**src/rtl/rf_pkg.sv**
```systemverilog
// Shared widths, limits and FSM state encoding for the rf_meas clock measurement block.
package rf_pkg;

  localparam int unsigned      CNT_W   = 10;
  localparam logic [CNT_W-1:0] CNT_MAX = 10'd1023;

  typedef enum logic [2:0] {
    IDLE,
    WAIT_REF,
    WAIT_SIG,
    MEAS_HIGH,
    MEAS_LOW,
    DONE
  } state_e;

  function automatic logic [CNT_W-1:0] sat_inc(input logic [CNT_W-1:0] v);
    return (v == CNT_MAX) ? v : v + CNT_W'(1);
  endfunction

endpackage

```
**src/rtl/rf_edge_sync.sv**
```systemverilog
// Two-flop synchronizer followed by a registered rise/fall detector.
// Edge pulses appear three refclk cycles after the asynchronous input changes.
module rf_edge_sync (
  input  logic i_clk,
  input  logic i_rst,
  input  logic i_d,
  output logic o_rise,
  output logic o_fall
);

  logic r_s1, r_s2, r_s3, r_rise, r_fall;

  always_ff @(posedge i_clk or posedge i_rst) begin
    if (i_rst) begin
      r_s1   <= 1'b0;
      r_s2   <= 1'b0;
      r_s3   <= 1'b0;
      r_rise <= 1'b0;
      r_fall <= 1'b0;
    end else begin
      r_s1   <= i_d;
      r_s2   <= r_s1;
      r_s3   <= r_s2;
      r_rise <= r_s2 & ~r_s3;
      r_fall <= ~r_s2 & r_s3;
    end
  end

  assign o_rise = r_rise;
  assign o_fall = r_fall;

endmodule

```
**src/rtl/rf_meas.sv**
```systemverilog
// Measures sig_in high/low time and its phase lag behind ref_in, in refclk cycles.
// Define RF_MEAS_TIMEOUT_EN to abort any state that dwells 1023 cycles (timeout=1).
module rf_meas
  import rf_pkg::*;
(
  input  logic             refclk,
  input  logic             reset,
  input  logic             sig_in,
  input  logic             ref_in,
  input  logic             start,
  output logic             busy,
  output logic             valid,
  output logic [CNT_W-1:0] high_cnt,
  output logic [CNT_W-1:0] low_cnt,
  output logic [CNT_W-1:0] phase_cnt,
  output logic             timeout
);

  logic             w_sig_rise, w_sig_fall, w_ref_rise, w_ref_fall_unused;
  logic             w_dwell_hit;
  logic [CNT_W-1:0] w_cnt_inc;

  state_e           r_state;
  logic [CNT_W-1:0] r_cnt, r_phase, r_high;
  logic [CNT_W-1:0] r_high_cnt, r_low_cnt, r_phase_cnt;
  logic             r_busy, r_valid, r_timeout;

  rf_edge_sync u_sig_sync (
    .i_clk  (refclk),
    .i_rst  (reset),
    .i_d    (sig_in),
    .o_rise (w_sig_rise),
    .o_fall (w_sig_fall)
  );

  rf_edge_sync u_ref_sync (
    .i_clk  (refclk),
    .i_rst  (reset),
    .i_d    (ref_in),
    .o_rise (w_ref_rise),
    .o_fall (w_ref_fall_unused)
  );

  // Working counter is cleared on every state entry, so it doubles as the dwell timer.
  assign w_cnt_inc = sat_inc(r_cnt);

`ifdef RF_MEAS_TIMEOUT_EN
  assign w_dwell_hit = (w_cnt_inc == CNT_MAX);
`else
  assign w_dwell_hit = 1'b0;
`endif

  always_ff @(posedge refclk or posedge reset) begin
    if (reset) begin
      r_state     <= IDLE;
      r_cnt       <= '0;
      r_phase     <= '0;
      r_high      <= '0;
      r_high_cnt  <= '0;
      r_low_cnt   <= '0;
      r_phase_cnt <= '0;
      r_busy      <= 1'b0;
      r_valid     <= 1'b0;
      r_timeout   <= 1'b0;
    end else begin
      r_valid <= 1'b0;
      unique case (r_state)
        IDLE: begin
          if (start) begin
            r_state <= WAIT_REF;
            r_busy  <= 1'b1;
            r_cnt   <= '0;
          end
        end
        WAIT_REF: begin
          if (w_ref_rise && w_sig_rise) begin
            r_state <= MEAS_HIGH;
            r_phase <= '0;
            r_cnt   <= '0;
          end else if (w_ref_rise) begin
            r_state <= WAIT_SIG;
            r_cnt   <= '0;
          end else if (w_dwell_hit) begin
            r_state     <= DONE;
            r_valid     <= 1'b1;
            r_timeout   <= 1'b1;
            r_phase_cnt <= CNT_MAX;
            r_high_cnt  <= CNT_MAX;
            r_low_cnt   <= CNT_MAX;
          end else begin
            r_cnt <= w_cnt_inc;
          end
        end
        WAIT_SIG: begin
          if (w_sig_rise) begin
            r_state <= MEAS_HIGH;
            r_phase <= w_cnt_inc;
            r_cnt   <= '0;
          end else if (w_dwell_hit) begin
            r_state     <= DONE;
            r_valid     <= 1'b1;
            r_timeout   <= 1'b1;
            r_phase_cnt <= CNT_MAX;
            r_high_cnt  <= CNT_MAX;
            r_low_cnt   <= CNT_MAX;
          end else begin
            r_cnt <= w_cnt_inc;
          end
        end
        MEAS_HIGH: begin
          if (w_sig_fall) begin
            r_state <= MEAS_LOW;
            r_high  <= w_cnt_inc;
            r_cnt   <= '0;
          end else if (w_dwell_hit) begin
            r_state     <= DONE;
            r_valid     <= 1'b1;
            r_timeout   <= 1'b1;
            r_phase_cnt <= r_phase;
            r_high_cnt  <= CNT_MAX;
            r_low_cnt   <= CNT_MAX;
          end else begin
            r_cnt <= w_cnt_inc;
          end
        end
        MEAS_LOW: begin
          if (w_sig_rise || w_dwell_hit) begin
            r_state     <= DONE;
            r_valid     <= 1'b1;
            r_timeout   <= ~w_sig_rise;
            r_phase_cnt <= r_phase;
            r_high_cnt  <= r_high;
            r_low_cnt   <= w_sig_rise ? w_cnt_inc : CNT_MAX;
          end else begin
            r_cnt <= w_cnt_inc;
          end
        end
        DONE: begin
          r_state <= IDLE;
          r_busy  <= 1'b0;
        end
        default: begin
          r_state <= IDLE;
          r_busy  <= 1'b0;
        end
      endcase
    end
  end

  assign busy      = r_busy;
  assign valid     = r_valid;
  assign high_cnt  = r_high_cnt;
  assign low_cnt   = r_low_cnt;
  assign phase_cnt = r_phase_cnt;
  assign timeout   = r_timeout;

endmodule

```
**config.mk**
```make
export PLATFORM = sky130hd
export DESIGN_NAME = rf_meas
export DESIGN_NICKNAME = d
export VERILOG_FILES = /design/src/rtl/rf_pkg.sv /design/src/rtl/rf_edge_sync.sv /design/src/rtl/rf_meas.sv
export SDC_FILE = /design/constraint.sdc
export NUM_CORES = 1
export LEC_CHECK = 0
export BUFFER_PORTS_ARGS = -buffer_cell sky130_fd_sc_hd__buf_2
export CORE_MARGIN = 3
export CORE_UTILIZATION = 50
export DETAILED_ROUTE_END_ITERATION = 12
export PLACE_DENSITY = 0.73
export SETUP_SLACK_MARGIN = 0.15
export SYNTH_ARGS = -nofsm -noshare
export SYNTH_HDL_FRONTEND = slang
export SYNTH_SLANG_ARGS = --single-unit
export TNS_END_PERCENT = 100
```
**constraint.sdc**
```tcl
create_clock -name refclk -period 2.5 [get_ports refclk]
set_clock_uncertainty 0.2 [all_clocks]
set_input_delay 0.25 -clock refclk [delete_from_list [all_inputs] [get_ports refclk]]
set_output_delay 0.25 -clock refclk [all_outputs]
set_load 0.05 [all_outputs]
```
==> impl_results.md <==
- Worst VDD drop: 0.742 mV
- Final instance area: about 0.0036 mm2
- Die Span X: 84.4 um
- Post-synth top area cell: dfrtp_1
- Die Area: 0.00713 mm2
- Yosys warning count: 0
- Syn nets: 314
- Crit path time final: 2.01 ns
- Via/cell ratio: approximately 5.2
- # fillers: roughly 470
- Final Max Tran Viols: 0
- Die height: 84.4 um
- Worst slew pin tran: 0.644 ns
- Total global routing overflow: 0
- Hold Crit Class: in2reg
- Iter 0 DRT Violations: between 150 and 200
- Post-synth ARST share: 100%
- DRT Wirelength: 5950 um
- CP Max Fanout: 21
- Dpl cells: 406
- Setup TNS: 0 ns
- Total GRT Usage: about 18%
- Predominant post-synthesis flop cell: dfrtp_1
- Clock Pin Slew Worst Setup and Hold Paths: 0.08 ns
- GR Layer Usage met2: 28.5%
- DRC viols: 0
- Layout Cells excl Fill: 425
- Clock root cell: clkbuf_8
- Worst setup SP type: flop
- RSZ-0062 raised after global routing: false
- Routability congestion estimate: 0.858
- Setup Crit Path Kind: reg2reg
- Initial Utilization: a little over half
- Initial antenna violation count: 0
- Final nets: 354
- Switching Share: 33.8%
- Final hold violation count: 0
- CP endpoint kind: flop
- Clk_lat worst skew: 0.34 ns
- Sequential area share after synthesis: 61.1%
- Dpl ws: 0.506 ns
- Final hold slack: 0.0577 ns
- Yosys reg bits: 75
- Remaining antenna violation count: 0
- Crit path arrival time: 2.01 ns
- Comb power frac: 23.4%
- Critical R2R Launch: r_state[1]
- Layout cell share with drive strength beyond 1: a little under a fifth
- I/O pin cnt: 38
- First-pass GRT wire length: 10,200 um
- DR vias: 2,229
- PD cells: 921 mW/mm2
- Netlist cell types: 40
- Maximum clock rate: 497 MHz
- Setup violators final: 0
- MaxCap Viol Count: 0
- Hold Startpoint: start
- Synth Cell Area: 0.00307 mm2
- Number of buffers created by CTS: 9
- Critical Path RT: 2.50 ns
- Core Rows: 27
- CTS tree: done
- Area Growth Syn to Fin: 15.9%
- Ranking of synthesized cells by area: dfrtp_1 61%, nand2_1 13%, o21ai_0 6.0%
- Slew margin rel.: 56.9%
- CTS HTree Levels: 3
- LEAKAGE: between 1.5 and 2 nW
- Wire per inst: 14.0 um
- Core area: between 0.005 and 0.006 mm2
- PortBufs: 37
- CP Launch Point: r_state[1]
- Final worst slack: 0.488 ns
- Post-DP HPWL: 4160 um
- Met1 GRT Util: 24.3%
- N_diodes: 0
- GRT busiest layer: met2
- Crit share post-route: 80.5%
- Synth top area share: between 60% and 70%
- Post-Syn Instances: 308
- Sw power: 1.11 mW
- Grt met3 use: 6.18%
- Pre-antenna DRT Iters: 4
- Post-synth EDFFs: 0
- Syn Area/Cell: ~10 um2
- Largest net degree at the start of global routing: 42
- Finished Core Util: 62.4%
- Total power: 3.28 mW
- Vias in the first global route: 2,014
- DP Area: 0.00332 mm2
- Register share of total power: 46.2%
- Clock share of power: 30.4%
- Status: finished, final reports clean
- Clk sink count: 75
- P_int: 2.17 mW
- Resize count post-CTS: 0
- Clk buf depth: 2
metal layers:
| metal | routed length, um | vias to the layer above |
|---|---|---|
| li1 | - | 1101 |
| met1 | 2590 | 1059 |
| met2 | 2870 | 63 |
| met3 | 431 | 6 |
| met4 | 55 | 0 |
| met5 | 0 | - |
state kept, by name, indices dropped and copies added (netlist names), 3 cells and up:
name and flops:
high_cnt 10, low_cnt 10, phase_cnt 10, r_cnt 10
r_high 10, r_phase 10, r_state 3
final cells by class:
class	count	area, um2	share of cell area [%]
Inverter	8	33.8	0.948
Multi-Input combinational cell	211	1090	30.7
Clock buffer	10	128	3.58
Timing Repair Buffer	43	250	7.02
Sequential cell	75	1880	52.7
Tap cell	72	90.1	2.53
Clock inverter	6	90.1	2.53
Yosys cell counts (2+ instances only):
master,number
a21o_1,2
and4_1,2
and2_1,2
nor2_1,9
o21ai_0,37
xnor2_1,3
inv_1,8
a31o_2,2
mux2i_1,6
a21oi_1,5
and3_1,3
clkbuf_1,7
nand2_1,103
nand3_1,9
buf_2,4
buf_4,2
o21a_1,2
dfrtp_1,75
nor2b_1,6
final timing paths:
kind / depth (start not counted) / to / slack [ns]
setup / recovery: 4 / r_high[1] / 0.49
hold / removal: 3 / busy / 0.06
setup reg to reg: 4 / r_high[1] / 0.49
hold reg to reg: 0 / u_sig_sync.r_s2 / 0.15
max in group asynchronous: 4 / low_cnt[2] / 1.15
min in group asynchronous: 3 / high_cnt[1] / 0.33
logic make-up (layout without fill, tap and decap cells):
group / Yosys count / after routing / share of synthesized area (%)
buffers and inverters: 22 / 67 / 3.34
xor gates and xnor gates: 4 / 4 / 1.14
muxes: 6 / 6 / 1.95
and+or+nand+nor: 142 / 142 / 20.7
DFF: 75 / 75 / 61.1
AOI/OAI and AO/OA: 58 / 58 / 11.4
adders and majority gates: 1 / 1 / 0.407
timing repair:
action	4_1_cts	5_1_grt
setup buffers	0	0
endpoints found under the hold margin	29	0
hold buffers	3	0
cell usage in the layout, fill, tap and decap left out, drive strengths merged, types with 3 or more instances in the layout:
master,netlist,final
clkbuf,7,10
nand2,103,103
dlygate4sd3,0,3
a21oi,6,6
o21ai,39,39
mux2i,6,6
nor2,9,9
clkinv,0,3
xnor2,3,3
dfrtp,75,75
buf,7,40
inv,8,7
and3,3,3
nand3,9,9
nor2b,6,6
power by group through the flow:
stage / Combinational, mW / Sequential, mW / Clock, mW
detailed placement: 0.773 / 1.54 / 0
floorplan: 0.477 / 1.65 / 0
global route: 0.850 / 1.54 / 1.08
CTS: 0.779 / 1.52 / 1.02
global placement: 0.759 / 1.53 / 0
finish: 0.769 / 1.52 / 0.997
worst max-delay path, cell delays in order (launching register included):
cell and delay, ns:
dfrtp_1 0.55, nor2b_1 0.28, nand3_1 0.51, nand2_1 0.23, o21ai_0 0.10
No activity file was read; power rests on OpenSTA's default activity.
